<file path="src/rtl/pc_alu_srcb_mux_pkg.sv">
// Shared encodings for the PC-update datapath slice.
// Also used by the main datapath ALU.
package pc_alu_srcb_mux_pkg;

  localparam int unsigned WIDTH_DEFAULT = 16;

  typedef enum logic {
    ALU_ADD = 1'b0,
    ALU_SUB = 1'b1
  } alu_op_e;

  typedef enum logic [1:0] {
    SRCB_SEL_A    = 2'd0,
    SRCB_SEL_B    = 2'd1,
    SRCB_SEL_C    = 2'd2,
    SRCB_SEL_ZERO = 2'd3
  } srcb_sel_e;

endpackage

</file>
<file path="src/rtl/pc_alu_srcb_mux_alu.sv">
// Two-function ALU (add / subtract) with zero flag.
// Carry and borrow are discarded; results wrap modulo 2^WIDTH.
module pc_alu
  import pc_alu_srcb_mux_pkg::*;
#(
  parameter int unsigned WIDTH = WIDTH_DEFAULT
) (
  input  logic [WIDTH-1:0] a_i,
  input  logic [WIDTH-1:0] b_i,
  input  alu_op_e          op_i,
  output logic [WIDTH-1:0] y_o,
  output logic             zero_o
);

  always_comb begin
    y_o = '0;
    unique case (op_i)
      ALU_ADD: y_o = a_i + b_i;
      ALU_SUB: y_o = a_i - b_i;
      default: y_o = '0;
    endcase
  end

  always_comb begin
    zero_o = ~|y_o;
  end

endmodule

</file>
<file path="src/rtl/pc_alu_srcb_mux.sv">
// Fetch-stage PC update: source-B mux feeding an add/sub ALU whose A operand
// is the PC; the ALU result is loaded into the PC when enabled.
module pc_alu_srcb_mux
  import pc_alu_srcb_mux_pkg::*;
#(
  parameter int unsigned      WIDTH    = WIDTH_DEFAULT,
  parameter logic [WIDTH-1:0] RESET_PC = '0
) (
  input  logic             clock,
  input  logic             reset,
  input  logic             pc_en,
  input  logic             alu_op,
  input  logic [1:0]       srcb_sel,
  input  logic [WIDTH-1:0] srcb_a,
  input  logic [WIDTH-1:0] srcb_b,
  input  logic [WIDTH-1:0] srcb_c,
  output logic [WIDTH-1:0] pc,
  output logic [WIDTH-1:0] src_b,
  output logic [WIDTH-1:0] alu_out,
  output logic             zero
);

  logic [WIDTH-1:0] pc_q;
  logic [WIDTH-1:0] pc_d;

  // Select 3 is a hard zero so the ALU passes the PC through unchanged.
  always_comb begin
    src_b = '0;
    unique case (srcb_sel_e'(srcb_sel))
      SRCB_SEL_A:    src_b = srcb_a;
      SRCB_SEL_B:    src_b = srcb_b;
      SRCB_SEL_C:    src_b = srcb_c;
      SRCB_SEL_ZERO: src_b = '0;
      default:       src_b = '0;
    endcase
  end

  pc_alu #(
    .WIDTH(WIDTH)
  ) u_alu (
    .a_i    (pc_q),
    .b_i    (src_b),
    .op_i   (alu_op_e'(alu_op)),
    .y_o    (alu_out),
    .zero_o (zero)
  );

  always_comb begin
    pc_d = pc_q;
    if (pc_en) begin
      pc_d = alu_out;
    end
  end

  // Reset takes priority over a pending load.
  always_ff @(posedge clock) begin
    if (!reset) begin
      pc_q <= RESET_PC;
    end else begin
      pc_q <= pc_d;
    end
  end

  assign pc = pc_q;

endmodule

</file>
<file path="config.mk">
export PLATFORM = sky130hd
export DESIGN_NAME = pc_alu_srcb_mux
export DESIGN_NICKNAME = d
export VERILOG_FILES = /design/src/rtl/pc_alu_srcb_mux_pkg.sv /design/src/rtl/pc_alu_srcb_mux_alu.sv /design/src/rtl/pc_alu_srcb_mux.sv
export SDC_FILE = /design/constraint.sdc
export NUM_CORES = 1
export LEC_CHECK = 0
export ABC_AREA = 1
export CAP_MARGIN = 20
export CORE_MARGIN = 2
export CORE_UTILIZATION = 43
export CTS_CLUSTER_SIZE = 16
export DETAILED_ROUTE_END_ITERATION = 10
export GPL_TIMING_DRIVEN = 0
export PLACE_DENSITY = 0.79
export RECOVER_POWER = 100
export SLEW_MARGIN = 20
export SYNTH_ARGS = -nofsm -noshare
export SYNTH_HDL_FRONTEND = slang
export SYNTH_SLANG_ARGS = --single-unit
</file>
<file path="constraint.sdc">
create_clock -name clock -period 16.13 [get_ports clock]
set_clock_uncertainty 0.15 [all_clocks]
set_input_delay 4.839 -clock clock [delete_from_list [all_inputs] [get_ports clock]]
set_output_delay 4.839 -clock clock [all_outputs]
set_load 0.05 [all_outputs]
</file>
# Word level (Yosys, flattened, before mapping)
# Cells that the tools add are included.
# Widths: inputs -> output; s select.
[op_classes]
n_addsub = 2
n_bitwise = 1
mux = 2
reduce_logical = 3
eq_ne = 3
[op_table]
columns = ["op", "n"]
rows = [
  ["$pmux 16 s4", 1],
  ["$pmux 16 s2", 1],
  ["$add 16x16->16", 1],
  ["$reduce_or 16->1", 1],
  ["$sub 16x16->16", 1],
  ["$eq 2x2->1 const B", 2],
  ["$eq 2x1->1 const B", 1],
  ["$logic_not 2->1", 1],
  ["$logic_not 1->1", 1],
  ["$not 1->1", 1],
]
[totals]
in_bits = 54
reg_bits = 16
word_cells = 12
out_inout_bits = 49

# Longest topological paths before layout
# Gate-level depths: netlist (run 1).
[depth]
depth_word = 6
mapped_depth = 27
depth_no_buf = 26

# Cells and area by module
# From an unflattened synthesis (run 1), not the netlist that was laid out.
[unflattened]
cells_unflattened = 443
area_unflattened_um2 = 2499.9
[by_module_without_submodules]
columns = ["module", "area_per_inst_um2", "seq_area_each_um2", "cells_each", "instances"]
rows = [
  ["pc_alu", 1547.7, 0.0, 301, 1],
  ["pc_alu_srcb_mux", 952.2, 320.3, 142, 1],
]

# Worst setup path before layout (run 1)
# OpenSTA, ideal clock, no wires.
[synth_path]
path_type = "input to output"
startpoint = "input port srcb_sel[1]"
endpoint = "output port zero"
arrival_time_ps = 8663
path_buffers = 2
path_slack_ps = 2478
t_required_ps = 11141
stages = 21
path_cell_list = "buf_6 nor2_4 buf_6 nand2_2 nand3_2 inv_1 ha_1 inv_1 nor3_4 nand3_2 o21ai_0 xor2_1 ha_1 nand2_1 nor2_1 inv_1 o211ai_1 inv_1 o21ai_1 xor2_1 nor3_2"
[synth_via]
elab_chain_cells = 6
elab_cells_between_ends = 10
classes_between = "add/sub (2); eq/ne (3); mux (2); reduce/logical (3)"
[synth_rtl]
columns = ["item", "line_no", "source"]
rows = [
  ["start, declared", "pc_alu_srcb_mux.sv:13", "input logic [1:0] srcb_sel,"],
  ["$eq 2x2->1, or another cell as far along", "pc_alu_srcb_mux.sv:29", "unique case (srcb_sel_e'(srcb_sel))"],
  ["$pmux 16 s4 *", "pc_alu_srcb_mux.sv:29", ""],
  ["via src_b[1]", "pc_alu_srcb_mux.sv:18", "output logic [WIDTH-1:0] src_b,"],
  ["$sub 16x16->16 or $add 16x16->16 (tied branches)", "pc_alu_srcb_mux_alu.sv:19, pc_alu_srcb_mux_alu.sv:18", ""],
  ["$pmux 16 s2 *", "pc_alu_srcb_mux_alu.sv:17", "unique case (op_i)"],
  ["via alu_out[14]", "pc_alu_srcb_mux.sv:19", "output logic [WIDTH-1:0] alu_out,"],
  ["$reduce_or 16->1 *", "pc_alu_srcb_mux_alu.sv:25", "zero_o = ~|y_o;"],
  ["$logic_not 1->1 *", "pc_alu_srcb_mux_alu.sv:25", ""],
  ["end, declared", "pc_alu_srcb_mux.sv:20", "output logic zero"],
]
# The timed path passes the listed nets; every way through them passes the cells marked *.

# Worst setup path in the final report (run 1)
[layout_path]
startpoint = "input port srcb_c[0]"
endpoint = "output port zero"
[layout_via]
elab_chain_cells = 5
elab_cells_between_ends = 6
classes_between = "add/sub (2); mux (2); reduce/logical (2)"
[layout_rtl]
columns = ["item", "line_no", "source"]
rows = [
  ["start, declared", "pc_alu_srcb_mux.sv:16", "input logic [WIDTH-1:0] srcb_c,"],
  ["$pmux 16 s4 *", "pc_alu_srcb_mux.sv:29", ""],
  ["$sub 16x16->16 or $add 16x16->16 (tied branches)", "pc_alu_srcb_mux_alu.sv:19, pc_alu_srcb_mux_alu.sv:18", ""],
  ["$pmux 16 s2 *", "pc_alu_srcb_mux_alu.sv:17", ""],
  ["$reduce_or 16->1 *", "pc_alu_srcb_mux_alu.sv:25", ""],
  ["$logic_not 1->1 *", "pc_alu_srcb_mux_alu.sv:25", ""],
]
# Every way passes the cells marked *; elsewhere a longest branch is shown, timed or not.

==> qor.txt, run 1 <==
Clock Tree Buf Depth - 2
Fin Setup TNS - 0 ns
max_cap viols - 0
DRT antenna net count - 0
GR Util All Layers - 0.2112
register area - 320.3 sq um
min-delay src - pc[13]$_SDFFE_PN0P_
die span in x - 80.06 um
R2R setup slack - 13.68 ns
Pwr Total - 409.8 uW
Syn Nets - 478
CTS sink cnt - 16
LEAKAGE - 1.941 nW
reg2reg path depth - 13
Die Ht - 80.06 um
DIE AREA - 6409 sq um
hold endpoint - pc[13]$_SDFFE_PN0P_
worst reg2reg startpoint - pc[0]$_SDFFE_PN0P_
post-DP HPWL - 5.759 mm
internal power - 163.9 uW
top-count cell post-synth - nand2_1
yosys warns - 0
first-pass GRT wire length - 10.95 mm
GRT overflow - 0
post-synthesis register bit count - 16
P per Cell Area - 114.5 nW/um^2
Peak VDD IR - 0.07424 mV
Post-synth EDFFs - 0
Worst Hold Slack - 0.3615 ns
Sw Share - 0.6001
cts hold-fix bufs - 0
layout cells sized above 1 - 0.1063
Final nets - 581
RSZ-0062 raised after global routing - no
status - finished clean
Mapped Area - 2487 sq um
Combinational Power Share - 0.795
Fill cells - 531
CTS tree - yes
clock share of power - 0.078
vias per cell - 4.948
Max Slew Vio Count - 0
Root Buffer - clkbuf_8
synthesis-to-finish area growth - 43.96%
Resized Gates After CTS - 0
crit path max fanout - 4
wire per inst - 11.71 um
worst skew pair latency - 0.25 ns
Synth Flop Type - dfxtp_1
dominant cells by area after synthesis - nand2_1 (17%), dfxtp_1 (13%), inv_1 (13%), ha_1 (8.0%), xor2_1 (6.0%)
Synth async-reset ratio - 0
ant diodes - 0
vias in the first global route - 2631
crit end category - output pin
largest net degree at the start of global routing - 11
normalized max-slew margin - 0.6460
Least-Margin Pin Slew - 0.5292 ns
Hold Path Class - flop to flop
CP Launch Type - input port
max reg flops - 16
Gate Count Post-Synth - 407
Vias - 2870
min Tclk post-route - 14.23 ns
CP required - 11.14 ns
IO buf count - 98
sequential power share - 0.127
hold-critical path depth - 2
final hold violations - 0
end-of-flow core utilization - 0.6463
area share of the largest cell type after synthesis - 0.1690
Psw - 245.9 uW
final critical-path share of the clock period - 0.8821
num rows - 27
length of the first detailed-routing pass in iterations - 4
drt drc - 0
fin cells - 580
Reg2Reg Capture Point - pc[14]$_SDFFE_PN0P_
area leader, netlist - nand2_1
DR iter-0 viols - 157
Core Region - 5540 sq um
dpl cells - 577
Distinct cells, synth - 37
# setup viols final - 0
critical path arrival - 9.24 ns
Mapped Avg Cell Area - 6.112 sq um
gpl congestion - 0.9130
Routed WL - 6.791 mm
sequential-to-total area share from yosys stat - 0.1288
antenna violations before repair - 0
critical path type - input port to output pin
Post-CTS Setup Inserts - 0
htree depth - 1
Initial Util - 0.4490
CTS buffer count - 3
Reg clk slew, reported paths - 0.07 ns
I/O pin count - 103
highest clock rate - 70.28 MHz
synth cell count leaders - nand2_1 (112), inv_1 (84), nand3_1 (27)
multi-input logic area - 1747 sq um
[power by group through the flow]
stage	Clock (mW)	Combinational [mW]	Sequential, mW
global placement	0	0.333	0.0533
finish	0.0320	0.326	0.0521
detailed placement	0	0.337	0.0533
floorplan	0	0.216	0.0744
global route	0.0337	0.351	0.0529
CTS	0.0324	0.339	0.0525
[final cells by class]
cell class              count  share of cell area
well taps                  72             0.02516
inverters                  87             0.09539
flip-flops and latches     16             0.08945
clock buffers               3             0.01153
multi-input cells         295              0.4878
plain buffers               9             0.01677
repair buffers             98              0.2739
[how the worst max path moves through the flow]
stage,slack (ns),from,to
CTS,2.26,srcb_b[1],zero
detailed placement,2.25,srcb_b[1],zero
finish,1.90,srcb_c[0],zero
global route,1.56,srcb_c[0],zero
global placement,2.31,srcb_b[1],zero
floorplan,2.48,srcb_sel[1],zero
[cells by family (layout without fill, tap and decap cells)]
| logic type | Yosys count | in the layout | share of synthesized area |
|---|---|---|---|
| flops | 16 | 16 | 0.1288 |
| simple gates | 218 | 218 | 0.4547 |
| xor+xnor | 20 | 20 | 0.07042 |
| compound gates | 40 | 40 | 0.09557 |
| fa+ha+maj | 17 | 17 | 0.08853 |
| buf+inv | 96 | 197 | 0.1620 |
[layer usage]
metal  vias to the layer above  routed length, um  GRT usage
met3                        11                417    0.02247
li1                       1456                  -          -
met1                      1285               2863     0.2441
met5                         -                  0          0
met4                         0                113    0.06610
met2                       118               3396     0.4017
[layout by cell type (no fill, tap or decap)]
| cell type | count |
|---|---|
| a21oi_1 | 12 |
| a31oi_1 | 2 |
| buf_4 | 1 |
| buf_6 | 3 |
| clkbuf_1 | 5 |
| clkbuf_8 | 3 |
| clkdlybuf4s50_1 | 48 |
| dfxtp_1 | 16 |
| dlygate4sd3_1 | 50 |
| fa_1 | 1 |
| ha_1 | 16 |
| inv_1 | 84 |
| inv_2 | 1 |
| inv_8 | 2 |
| nand2_1 | 112 |
| nand2_2 | 11 |
| nand2_8 | 1 |
| nand3_1 | 27 |
| nand3_2 | 8 |
| nand3_4 | 2 |
| nand3b_1 | 1 |
| nand4_1 | 6 |
| nor2_1 | 27 |
| nor2_2 | 7 |
| nor2_4 | 10 |
| nor2_8 | 1 |
| nor3_1 | 2 |
| nor3_2 | 1 |
| o211ai_1 | 10 |
| o21ai_0 | 14 |
| o21ai_2 | 1 |
| o21bai_1 | 1 |
| or2_2 | 1 |
| or2_4 | 1 |
| xnor2_1 | 3 |
| xor2_1 | 17 |
[through the flow]
stage	setup slack [ns]	instance area, sq um
after floorplan	2.478	2487
after global placement	2.313	3558
after detailed placement	2.254	3558
after CTS	2.257	3600
after global routing	1.563	3581
final	1.902	3581
[worst max-delay path: stages]
cell,delay [ns]
dlygate4sd3_1,0.53
inv_1,0.06
nand2_1,0.04
nand2_1,0.05
nand2_1,0.04
nand2_1,0.10
ha_1,0.18
inv_1,0.04
nor3_1,0.39
nand3_2,0.16
o21ai_0,0.22
xor2_1,0.13
ha_1,0.36
nand2_1,0.09
nor2_1,0.13
inv_1,0.06
o211ai_1,0.29
inv_1,0.08
o21ai_0,0.21
xor2_1,0.16
nor3_2,0.20
dlygate4sd3_1,0.89
Note: power is estimated with default switching activity, not from simulation.
==> inputs of run 2 (changes only) <==
ABC_CLOCK_PERIOD_IN_PS = 16129   (was not set)
==> results of run 2 <==
Final layout, timing and power as in run 1 (identical DEF).
==> inputs of run 3 (changes only) <==
CORE_UTILIZATION = 48   (was 43)
PLACE_DENSITY = 0.87   (was 0.79)
==> qor.txt, run 3 (synthesis results as in run 1) <==
status - finished clean
highest clock rate - 69.43 MHz (-1.2%)
# setup viols final - 0 (unchanged)
gpl congestion - 0.9340 (+2.3%)
Clock Tree Buf Depth - 2 (unchanged)
Root Buffer - clkbuf_8
first-pass GRT wire length - 11.97 mm (+9.3%)
I/O pin count - 103 (unchanged)
largest net degree at the start of global routing - 11 (unchanged)
max_cap viols - 0 (unchanged)
final hold violations - 0 (unchanged)
dpl cells - 575 (-0.35%)
Fin Setup TNS - 0 ns (unchanged)
die span in x - 75.99 um (-5.1%)
max reg flops - 16 (unchanged)
commonest non-fill, non-tap cell in the layout - nand2_1
CTS sink cnt - 16 (unchanged)
DRT antenna net count - 0 (unchanged)
wire per inst - 11.97 um (+2.3%)
CTS buffer count - 3 (unchanged)
RSZ-0062 raised after global routing - no
critical path arrival - 9.41 ns (+0.17 ns)
crit path max fanout - 4 (unchanged)
Core Region - 5042 sq um (-9.0%)
layout cells sized above 1 - 0.1100 (+0.003720)
antenna violations before repair - 0 (unchanged)
final critical-path share of the clock period - 0.8930 (+0.01087)
LEAKAGE - 1.948 nW (+0.37%)
Routed WL - 6.932 mm (+2.1%)
CP required - 11.14 ns (about the same)
worst skew pair latency - 0.25 ns (about the same)
Final nets - 581 (unchanged)
P per Cell Area - 115.3 nW/um^2 (+0.73%)
vias per cell - 4.964 (+0.31%)
Reg2Reg Capture Point - pc[13]$_SDFFE_PN0P_
Peak VDD IR - 0.06308 mV (-15%)
num rows - 26 (-3.7%)
Reg clk slew, reported paths - 0.07 ns (about the same)
reg2reg path depth - 17 (+4)
post-DP HPWL - 5.881 mm (+2.1%)
hold endpoint - pc[13]$_SDFFE_PN0P_
length of the first detailed-routing pass in iterations - 5 (+1)
commonest cells after routing, fill and taps aside - nand2_1 (112), inv_1 (84), dlygate4sd3_1 (50)
critical path type - input port to output pin
hold-critical path depth - 2 (unchanged)
normalized max-slew margin - 0.6397 (-0.006316)
fin cells - 579 (-0.17%)
DIE AREA - 5774 sq um (-9.9%)
drt drc - 0 (unchanged)
DR iter-0 viols - 180 (+15%)
Vias - 2874 (+0.14%)
Least-Margin Pin Slew - 0.5387 ns (+0.009443 ns)
vias in the first global route - 2824 (+7.3%)
cts hold-fix bufs - 0 (unchanged)
ant diodes - 0 (unchanged)
min-delay src - pc[13]$_SDFFE_PN0P_
CP Launch Type - input port
CTS tree - yes
Initial Util - 0.4933 (+0.04434)
R2R setup slack - 13.71 ns (+0.03 ns)
IO buf count - 98 (unchanged)
crit end category - output pin
Die Ht - 75.99 um (-5.1%)
Pwr Total - 414.4 uW (+1.1%)
GR Util All Layers - 0.2432 (+0.03203)
min Tclk post-route - 14.40 ns (+0.1754 ns)
Resized Gates After CTS - 0 (unchanged)
worst reg2reg startpoint - pc[2]$_SDFFE_PN0P_
Max Slew Vio Count - 0 (unchanged)
GRT overflow - 0 (unchanged)
synthesis-to-finish area growth - 44.52%
Post-CTS Setup Inserts - 0 (unchanged)
Hold Path Class - flop to flop
htree depth - 1 (unchanged)
run 3: changes by cell type in the layout (fill, tap and decap cells not counted), sizes merged:
cell    change
clkbuf      +1
run 3: worst max-delay path by stage:
stage          cells after the start         from  slack [ns]   end
4_1_cts                           19    srcb_a[1]        2.21  zero
3_3_place_gp                      19    srcb_a[1]        2.34  zero
3_5_place_dp                      19    srcb_a[1]        2.30  zero
5_1_grt                           22    srcb_c[0]        1.55  zero
2_1_floorplan                     21  srcb_sel[1]        2.48  zero
6_report                          22    srcb_c[0]        1.73  zero
run 3: stage by stage:
step | setup WS (ns) | utilization | hold WS [ns] | cell area (sq um)
6_report | 1.726 | 0.7129 | 0.3756 | 3595
5_1_grt | 1.553 | 0.7129 | 0.4261 | 3595
3_3_place_gp | 2.343 | 0.7052 | 0.3574 | 3556
3_5_place_dp | 2.299 | 0.7052 | 0.3621 | 3556
4_1_cts | 2.213 | 0.7161 | 0.3817 | 3611
2_1_floorplan | 2.478 | - | 0.6144 | 2487
run 3: area by class of cell:
class | instances | area (sq um)
clock buffers | 4 | 55.05
well taps | 70 | 87.58
plain buffers | 9 | 60.06
fillers | 418 | 1448
multi-input cells | 295 | 1749
repair buffers | 98 | 980.9
flip-flops and latches | 16 | 320.3
inverters | 87 | 341.6
run 3: metal layers:
layer  global-route usage  routed length, um  vias up
li1                     -                  -     1467
met1               0.2864               2763     1276
met2               0.4446               3462      118
met3              0.03673                534       13
met4              0.09091                172        0
met5                    0                  0        -
run 3: report_power, final:
part / switching (mW) / internal, mW / leakage [nW]
logic: 0.224 / 0.101 / 1.79
registers: 0.00601 / 0.0462 / 0.133
clock network: 0.0149 / 0.0217 / 0.0288
run 3: worst max-delay path: stages:
cell	delay (ns)
dlygate4sd3_1	0.53
inv_1	0.05
nand2_1	0.04
nand2_1	0.05
nand2_1	0.05
nand2_1	0.12
ha_1	0.18
inv_1	0.04
nor3_1	0.39
nand3_2	0.18
o21ai_0	0.24
xor2_1	0.13
ha_1	0.38
nand2_1	0.11
nor2_1	0.17
inv_1	0.06
o211ai_1	0.26
inv_1	0.07
o21ai_0	0.25
xor2_1	0.17
nor3_2	0.19
dlygate4sd3_1	0.90
